--- src/rtl/fg_prog_pkg.sv ---
`default_nettype none
// ============================================================================
// Module   : fg_prog_pkg
// Purpose  : Shared types and state codes for the floating-gate programming
//            sequencer.
// Revision : 1.0 - initial release
// ============================================================================
package fg_prog_pkg;

    typedef enum logic [1:0] {
        OP_PROG  = 2'b00,
        OP_ERASE = 2'b01,
        OP_READ  = 2'b10,
        OP_RSVD  = 2'b11
    } op_e;

    typedef enum logic [1:0] {
        ST_OK      = 2'b00,
        ST_LIMIT   = 2'b01,
        ST_TIMEOUT = 2'b10,
        ST_ABORT   = 2'b11
    } status_e;

    localparam logic [2:0] IDLE   = 3'd0;
    localparam logic [2:0] SETUP  = 3'd1;
    localparam logic [2:0] MEAS   = 3'd2;
    localparam logic [2:0] PULSE  = 3'd3;
    localparam logic [2:0] SETTLE = 3'd4;
    localparam logic [2:0] RESP   = 3'd5;

    function automatic int max3(input int a, input int b, input int c);
        int m;
        m = (a > b) ? a : b;
        return (m > c) ? m : c;
    endfunction

endpackage
`default_nettype wire

--- src/rtl/fg_prog_timer.sv ---
`default_nettype none
// ============================================================================
// Module   : fg_prog_timer
// Purpose  : Loadable down-counter with zero flag, shared by the settle,
//            pulse-width and measurement-timeout intervals.
// Revision : 1.0 - initial release
// ============================================================================
module fg_prog_timer #(
    parameter int WIDTH = 7
) (
    input  logic             clk,
    input  logic             rst,
    input  logic             i_load,
    input  logic [WIDTH-1:0] i_load_val,
    output logic             o_zero
);

    logic [WIDTH-1:0] r_cnt;

    always_ff @(posedge clk or posedge rst) begin
        if (rst) begin
            r_cnt <= '0;
        end else if (i_load) begin
            r_cnt <= i_load_val;
        end else if (r_cnt != '0) begin
            r_cnt <= r_cnt - 1'b1;
        end
    end

    assign o_zero = (r_cnt == '0);

endmodule
`default_nettype wire

--- src/rtl/fg_prog_sequencer.sv ---
`default_nettype none
// ============================================================================
// Module   : fg_prog_sequencer
// Purpose  : Measure/pulse/settle programming loop for one FPAA switch element.
//            Optional macro PROG_STATS_EN adds the rsp_pulses output.
// Revision : 1.0 - initial release
// ============================================================================
module fg_prog_sequencer
    import fg_prog_pkg::*;
#(
    parameter int ISL_W        = 2,
    parameter int ROW_W        = 4,
    parameter int COL_W        = 5,
    parameter int PCNT_W       = 8,
    parameter int MAX_PULSES   = 200,
    parameter int PULSE_CYC    = 16,
    parameter int SETTLE_CYC   = 4,
    parameter int MEAS_TIMEOUT = 64
) (
    input  logic             clk,
    input  logic             rst,
    input  logic             cmd_valid,
    output logic             cmd_ready,
    input  logic [1:0]       cmd_op,
    input  logic [ISL_W-1:0] cmd_island,
    input  logic [ROW_W-1:0] cmd_row,
    input  logic [COL_W-1:0] cmd_col,
    input  logic             cmd_abort,
    output logic             rsp_valid,
    input  logic             rsp_ready,
    output logic [1:0]       rsp_status,
    output logic             rsp_hit,
    output logic [ISL_W-1:0] island_sel,
    output logic [ROW_W-1:0] row_sel,
    output logic [COL_W-1:0] col_sel,
    output logic             mux_en,
    output logic             vinj_en,
    output logic             vtun_en,
    output logic             meas_start,
    input  logic             meas_done,
    input  logic             meas_hit
`ifdef PROG_STATS_EN
    ,
    output logic [PCNT_W-1:0] rsp_pulses
`endif
);

    localparam int c_tmr_w = $clog2(max3(SETTLE_CYC, PULSE_CYC, MEAS_TIMEOUT) + 1);
    localparam logic [c_tmr_w-1:0] c_ld_settle = c_tmr_w'(SETTLE_CYC - 1);
    localparam logic [c_tmr_w-1:0] c_ld_pulse  = c_tmr_w'(PULSE_CYC - 1);
    localparam logic [c_tmr_w-1:0] c_ld_meas   = c_tmr_w'(MEAS_TIMEOUT - 1);
    localparam logic [PCNT_W-1:0]  c_pcnt_max  = PCNT_W'(MAX_PULSES);

    logic [2:0]         r_state, w_nxt;
    op_e                r_op;
    status_e            r_status, w_status;
    logic [PCNT_W-1:0]  r_pcnt;
    logic               r_hit, r_meas_start;
    logic [ISL_W-1:0]   r_isl;
    logic [ROW_W-1:0]   r_row;
    logic [COL_W-1:0]   r_col;
    logic               w_accept, w_active, w_is_read;
    logic               w_tmr_zero, w_tmr_load;
    logic [c_tmr_w-1:0] w_tmr_val;

    assign w_accept  = cmd_valid && (r_state == IDLE);
    assign w_active  = (r_state == SETUP) || (r_state == MEAS) ||
                       (r_state == PULSE) || (r_state == SETTLE);
    assign w_is_read = (r_op == OP_READ) || (r_op == OP_RSVD);

    always_comb begin
        w_nxt    = r_state;
        w_status = r_status;
        case (r_state)
            IDLE:   if (cmd_valid) w_nxt = SETUP;
            SETUP:  if (w_tmr_zero) w_nxt = MEAS;
            MEAS: begin
                // A completion on the last timeout cycle takes priority.
                if (meas_done) begin
                    if (meas_hit || w_is_read) begin
                        w_nxt    = RESP;
                        w_status = ST_OK;
                    end else if (r_pcnt == c_pcnt_max) begin
                        w_nxt    = RESP;
                        w_status = ST_LIMIT;
                    end else begin
                        w_nxt = PULSE;
                    end
                end else if (w_tmr_zero) begin
                    w_nxt    = RESP;
                    w_status = ST_TIMEOUT;
                end
            end
            PULSE:  if (w_tmr_zero) w_nxt = SETTLE;
            SETTLE: if (w_tmr_zero) w_nxt = MEAS;
            RESP:   if (rsp_ready) w_nxt = IDLE;
            default: w_nxt = IDLE;
        endcase
        if (cmd_abort && w_active) begin
            w_nxt    = RESP;
            w_status = ST_ABORT;
        end
    end

    // Every state change reloads the shared timer with the interval of the
    // state being entered.
    always_comb begin
        w_tmr_load = (w_nxt != r_state);
        case (w_nxt)
            SETUP, SETTLE: w_tmr_val = c_ld_settle;
            MEAS:          w_tmr_val = c_ld_meas;
            PULSE:         w_tmr_val = c_ld_pulse;
            default:       w_tmr_val = '0;
        endcase
    end

    fg_prog_timer #(
        .WIDTH(c_tmr_w)
    ) u_timer (
        .clk        (clk),
        .rst        (rst),
        .i_load     (w_tmr_load),
        .i_load_val (w_tmr_val),
        .o_zero     (w_tmr_zero)
    );

    always_ff @(posedge clk or posedge rst) begin
        if (rst) begin
            r_state      <= IDLE;
            r_op         <= OP_PROG;
            r_status     <= ST_OK;
            r_pcnt       <= '0;
            r_hit        <= 1'b0;
            r_meas_start <= 1'b0;
            r_isl        <= '0;
            r_row        <= '0;
            r_col        <= '0;
        end else begin
            r_state      <= w_nxt;
            r_status     <= w_status;
            r_meas_start <= (w_nxt == MEAS) && (r_state != MEAS);
            if (w_accept) begin
                r_op   <= op_e'(cmd_op);
                r_isl  <= cmd_island;
                r_row  <= cmd_row;
                r_col  <= cmd_col;
                r_pcnt <= '0;
                r_hit  <= 1'b0;
            end else if ((r_state == MEAS) && (w_nxt == PULSE) && (r_pcnt != '1)) begin
                r_pcnt <= r_pcnt + 1'b1;
            end
            if ((r_state == MEAS) && meas_done) begin
                r_hit <= meas_hit;
            end
        end
    end

    // Pulse enables decode straight from state so an asynchronous reset
    // removes them without waiting for a clock.
    assign cmd_ready  = (r_state == IDLE);
    assign mux_en     = (r_state != IDLE);
    assign rsp_valid  = (r_state == RESP);
    assign vinj_en    = (r_state == PULSE) && (r_op == OP_PROG);
    assign vtun_en    = (r_state == PULSE) && (r_op == OP_ERASE);
    assign meas_start = r_meas_start;
    assign rsp_status = r_status;
    assign rsp_hit    = r_hit;
    assign island_sel = r_isl;
    assign row_sel    = r_row;
    assign col_sel    = r_col;

`ifdef PROG_STATS_EN
    assign rsp_pulses = r_pcnt;
`endif

endmodule
`default_nettype wire

--- config.mk ---
export PLATFORM = sky130hd
export DESIGN_NAME = fg_prog_sequencer
export DESIGN_NICKNAME = d
export VERILOG_FILES = /design/src/rtl/fg_prog_pkg.sv /design/src/rtl/fg_prog_timer.sv /design/src/rtl/fg_prog_sequencer.sv
export SDC_FILE = /design/constraint.sdc
export NUM_CORES = 1
export LEC_CHECK = 0
export ABC_AREA = 1
export BUFFER_PORTS_ARGS = -buffer_cell sky130_fd_sc_hd__buf_2
export CAP_MARGIN = 30
export CORE_ASPECT_RATIO = 1.5
export CORE_MARGIN = 4
export CORE_UTILIZATION = 45
export DETAILED_ROUTE_END_ITERATION = 12
export GPL_TIMING_DRIVEN = 0
export PLACE_DENSITY = 0.79
export RECOVER_POWER = 100
export SETUP_SLACK_MARGIN = 0.3
export SYNTH_ARGS = -nofsm -noshare
export SYNTH_HDL_FRONTEND = slang
export SYNTH_HIERARCHICAL = 1
export SYNTH_SLANG_ARGS = --single-unit
--- constraint.sdc ---
create_clock -name clk -period 3.4 [get_ports clk]
set_input_delay 0.51 -clock clk [delete_from_list [all_inputs] [get_ports clk]]
set_output_delay 0.51 -clock clk [all_outputs]
set_load 0.05 [all_outputs]
==> flow_metrics.tcl <==
set metrics [dict create \
    synth-seq-area-share 0.420 \
    die_w_um 63.6 \
    path_cells "inv_1 -> ha_1 -> nand2_1 -> nor2_1 -> inv_1 -> nand3_1 -> nand3_2 -> nor2_4 -> xor2_1 -> nand4_1 -> buf_6 -> inv_1 -> nand2_1 -> nand2_1 -> o21ai_0" \
    multiInputGateArea_sq_um 992 \
    yosys.area.top_type "dfrtp_1" \
    post_cts_buffers 0 \
    synth_area_leaders "dfrtp_1 (42%), nand2_1 (19%), nand3_1 (7.0%), inv_1 (5.4%), nor2_1 (3.4%)" \
    syn_inst 278 \
    drt_iter0_drc 57 \
    seqPwrFrac 0.292 \
    path_class "reg2reg" \
    numCtsBuffers 5 \
    row_count 30 \
    clk_path_buf_depth 2 \
    cts_hold_buf 0 \
    fin_worst_skew_ns 0.00814 \
    finalSetupViolCount 0 \
    start_util 0.463 \
    synthDominantCellAreaShare 0.420 \
    slew_viol_final 0 \
    diodes 0 \
    comb_power_share 0.571 \
    cts_resized 0 \
    cpPeakStageDelay_ns 0.41 \
    worstReg2RegStart "u_timer/r_cnt[0]$_DFFE_PP0P_" \
    grt_pass1_wl_mm 7.93 \
    crit_path_start_kind "register" \
    max-slew-margin-rel 0.189 \
    io_pins 40 \
    min_period_ns 2.72 \
    period_share 0.801 \
    swShare 0.517 \
    max-cap-violations 0 \
    syn_nets 302 \
    worst_setup_path_end_kind "register" \
    yosysUniqueCellTypes 30 \
    hpwlAfterDp_mm 3.38 \
    cp_max_fo 9 \
    worstMarginPinSlew_ns 1.22 \
    coreArea_sq_um 4500 \
    die-area_sq_um 5800 \
    synth_top_flop_cell "dfrtp_1" \
    grt_max_degree 24 \
    finalHoldViolations 0 \
    place_congestion 0.953 \
    port_buffers 39 \
    rsz0062_at_grt "false" \
    leakage_uw 0.00133 \
    syn-cell-area_sq_um 2080 \
    synth_async_sr_flop_share 1.00 \
    vias_per_cell 5.02 \
    nets 349 \
    antenna_found_initial 0 \
    wl_per_cell_um 11.8 \
    intPower_uw 1180 \
    r2r_setup_slack_ns 0.68 \
    synth.avg_cell_area_sq_um 7.49 \
    power_frac_clock 0.137 \
    ir_worst_vdd_uv 569 \
    outcome "completed" \
    fmaxAchievable_mhz 367 \
    power_switching_uw 1260 \
    drcViolationCount 0 \
    synth_edf_count 0 \
    cpMaxStageDelayCell "dfrtp_1" \
    rr_worst_depth 15 \
    critPathRequiredTime_ns 3.57 \
    cts.clk_slew.worst_paths_ns 0.07 \
    synth_seq_cells 35 \
    cts_root_buffer "clkbuf_8" \
    ys_warn_count 6 \
    setup_tns_ns 0 \
    clock-sinks 35 \
    finalPower_uw 2440 \
    grt_pass1_vias 1824 \
    areaGrowthSynthToFinish_pct 13.0 \
    drive_gt1_frac 0.123 \
    grtUsageTotal 0.168 \
    cellPowerDensity_nw_per_um2 1040 \
    route.vias.total 1878 \
    drt-pass1-iter-count 4 \
    routed_wirelength_mm 4.42 \
    htreeDepth 2 \
    r2r-end "u_timer/r_cnt[1]$_DFFE_PP0P_" \
    fillers 472 \
    overflow 0 \
    cp.arrival_ns 2.90 \
    seqCellArea_sq_um 876 \
    tritoncts "yes" \
    chipHeight_um 91.3 \
    clk_latency_ns 0.29 \
    ant_nets 0 \
    hold_class "in2async" \
]
## synthesized netlist by cell type (2+ instances only)
master	count
nand2_1	108
dfrtp_1	35
inv_1	30
nand3_1	29
nor2_1	19
o21ai_0	5
xor2_1	5
ha_1	4
nand4_1	4
nor2_4	4
nor3_1	4
nand2_4	3
xnor2_1	3
buf_2	2
clkbuf_1	2
inv_2	2
nand3_2	2
nand3_4	2
nand3b_1	2
o21ai_2	2
or2_2	2
## how the worst max path moves through the flow
stage	startpoint	endpoint	slack [ns]	cells past startpoint
after floorplan	u_timer/r_cnt[0]$_DFFE_PP0P_	u_timer/r_cnt[5]$_DFFE_PP0P_	1.13	15
after global placement	u_timer/r_cnt[0]$_DFFE_PP0P_	u_timer/r_cnt[3]$_DFFE_PP0P_	0.84	17
after detailed placement	u_timer/r_cnt[0]$_DFFE_PP0P_	u_timer/r_cnt[3]$_DFFE_PP0P_	0.79	17
after CTS	u_timer/r_cnt[0]$_DFFE_PP0P_	u_timer/r_cnt[5]$_DFFE_PP0P_	0.78	17
after global routing	u_timer/r_cnt[0]$_DFFE_PP0P_	u_timer/r_cnt[1]$_DFFE_PP0P_	0.31	15
final	u_timer/r_cnt[0]$_DFFE_PP0P_	u_timer/r_cnt[1]$_DFFE_PP0P_	0.68	15
## critical path: cells and delay by family (launching register included)
kind | cells | cell delay, ns
and+or+nand+nor | 8 | 1.13
xor gates and xnor gates | 1 | 0.18
adders and majority gates | 1 | 0.19
AOI/OAI and AO/OA | 1 | 0.08
DFF | 1 | 0.41
buffers and inverters | 4 | 0.63
## layout by cell type, fill, tap and decap left out, drive strengths merged
cell type and count:
a31oi 1, or2 2, xnor2 3, xor2 5, nand4 4, o21ai 8
nand3 33, nand3b 2, ha 4, nor2 25, nor3 5, dfrtp 35
conb 1, buf 19, nand2 112, inv 32, clkinv 1, clkbuf 33
clkinvlp 1
## state kept, by name, indices dropped and copies added, names as in the netlist, 2 cells and up
signal / count
island_sel: 2
r_pcnt: 8
r_op: 2
r_state: 3
rsp_status: 2
col_sel: 5
u_timer/r_cnt: 7
row_sel: 4
## metal layers
layer / track usage / part of all wire / vias up
li1: - / - / 956
met1: 0.180 / 0.40 / 860
met2: 0.316 / 0.54 / 53
met3: 0.0396 / 0.049 / 9
met4: 0.0523 / 0.012 / 0
met5: 0 / 0 / -
## kinds of logic after synthesis
group | count (synthesis) | synth area share
flops | 35 | 0.420
fa+ha+maj | 4 | 0.0240
compound gates | 9 | 0.0258
simple gates | 183 | 0.421
xor+xnor | 8 | 0.0336
other cells | 1 | 0.00180
buf+inv | 38 | 0.0733
## power groups by stage
stage	sequential (uW)	combinational, uW	clock [uW]
after global placement	710	1470	0
after floorplan	940	977	0
final	713	1390	334
after CTS	709	1510	343
after global routing	732	1580	362
after detailed placement	711	1510	0
## cell type report
| class | instances | area share |
|---|---|---|
| multi-input cells | 205 | 0.421 |
| inverters | 33 | 0.0526 |
| clock buffers | 7 | 0.0409 |
| repair buffers | 40 | 0.0733 |
| plain buffers | 5 | 0.0112 |
| well taps | 48 | 0.0255 |
| flip-flops and latches | 35 | 0.372 |
| clock inverters | 1 | 0.00319 |
## per-stage QoR
stage	setup slack [ns]	hold WS, ns	instances	cell area [sq um]	utilization
floorplan	1.13	0.313	278	2080	-
global placement	0.836	0.459	365	2340	0.519
detailed placement	0.793	0.460	366	2370	0.525
CTS	0.777	0.150	374	2470	0.548
global route	0.309	0.140	374	2350	0.523
finish	0.677	0.107	374	2350	0.523
Note: power is estimated with default switching activity, not from simulation.
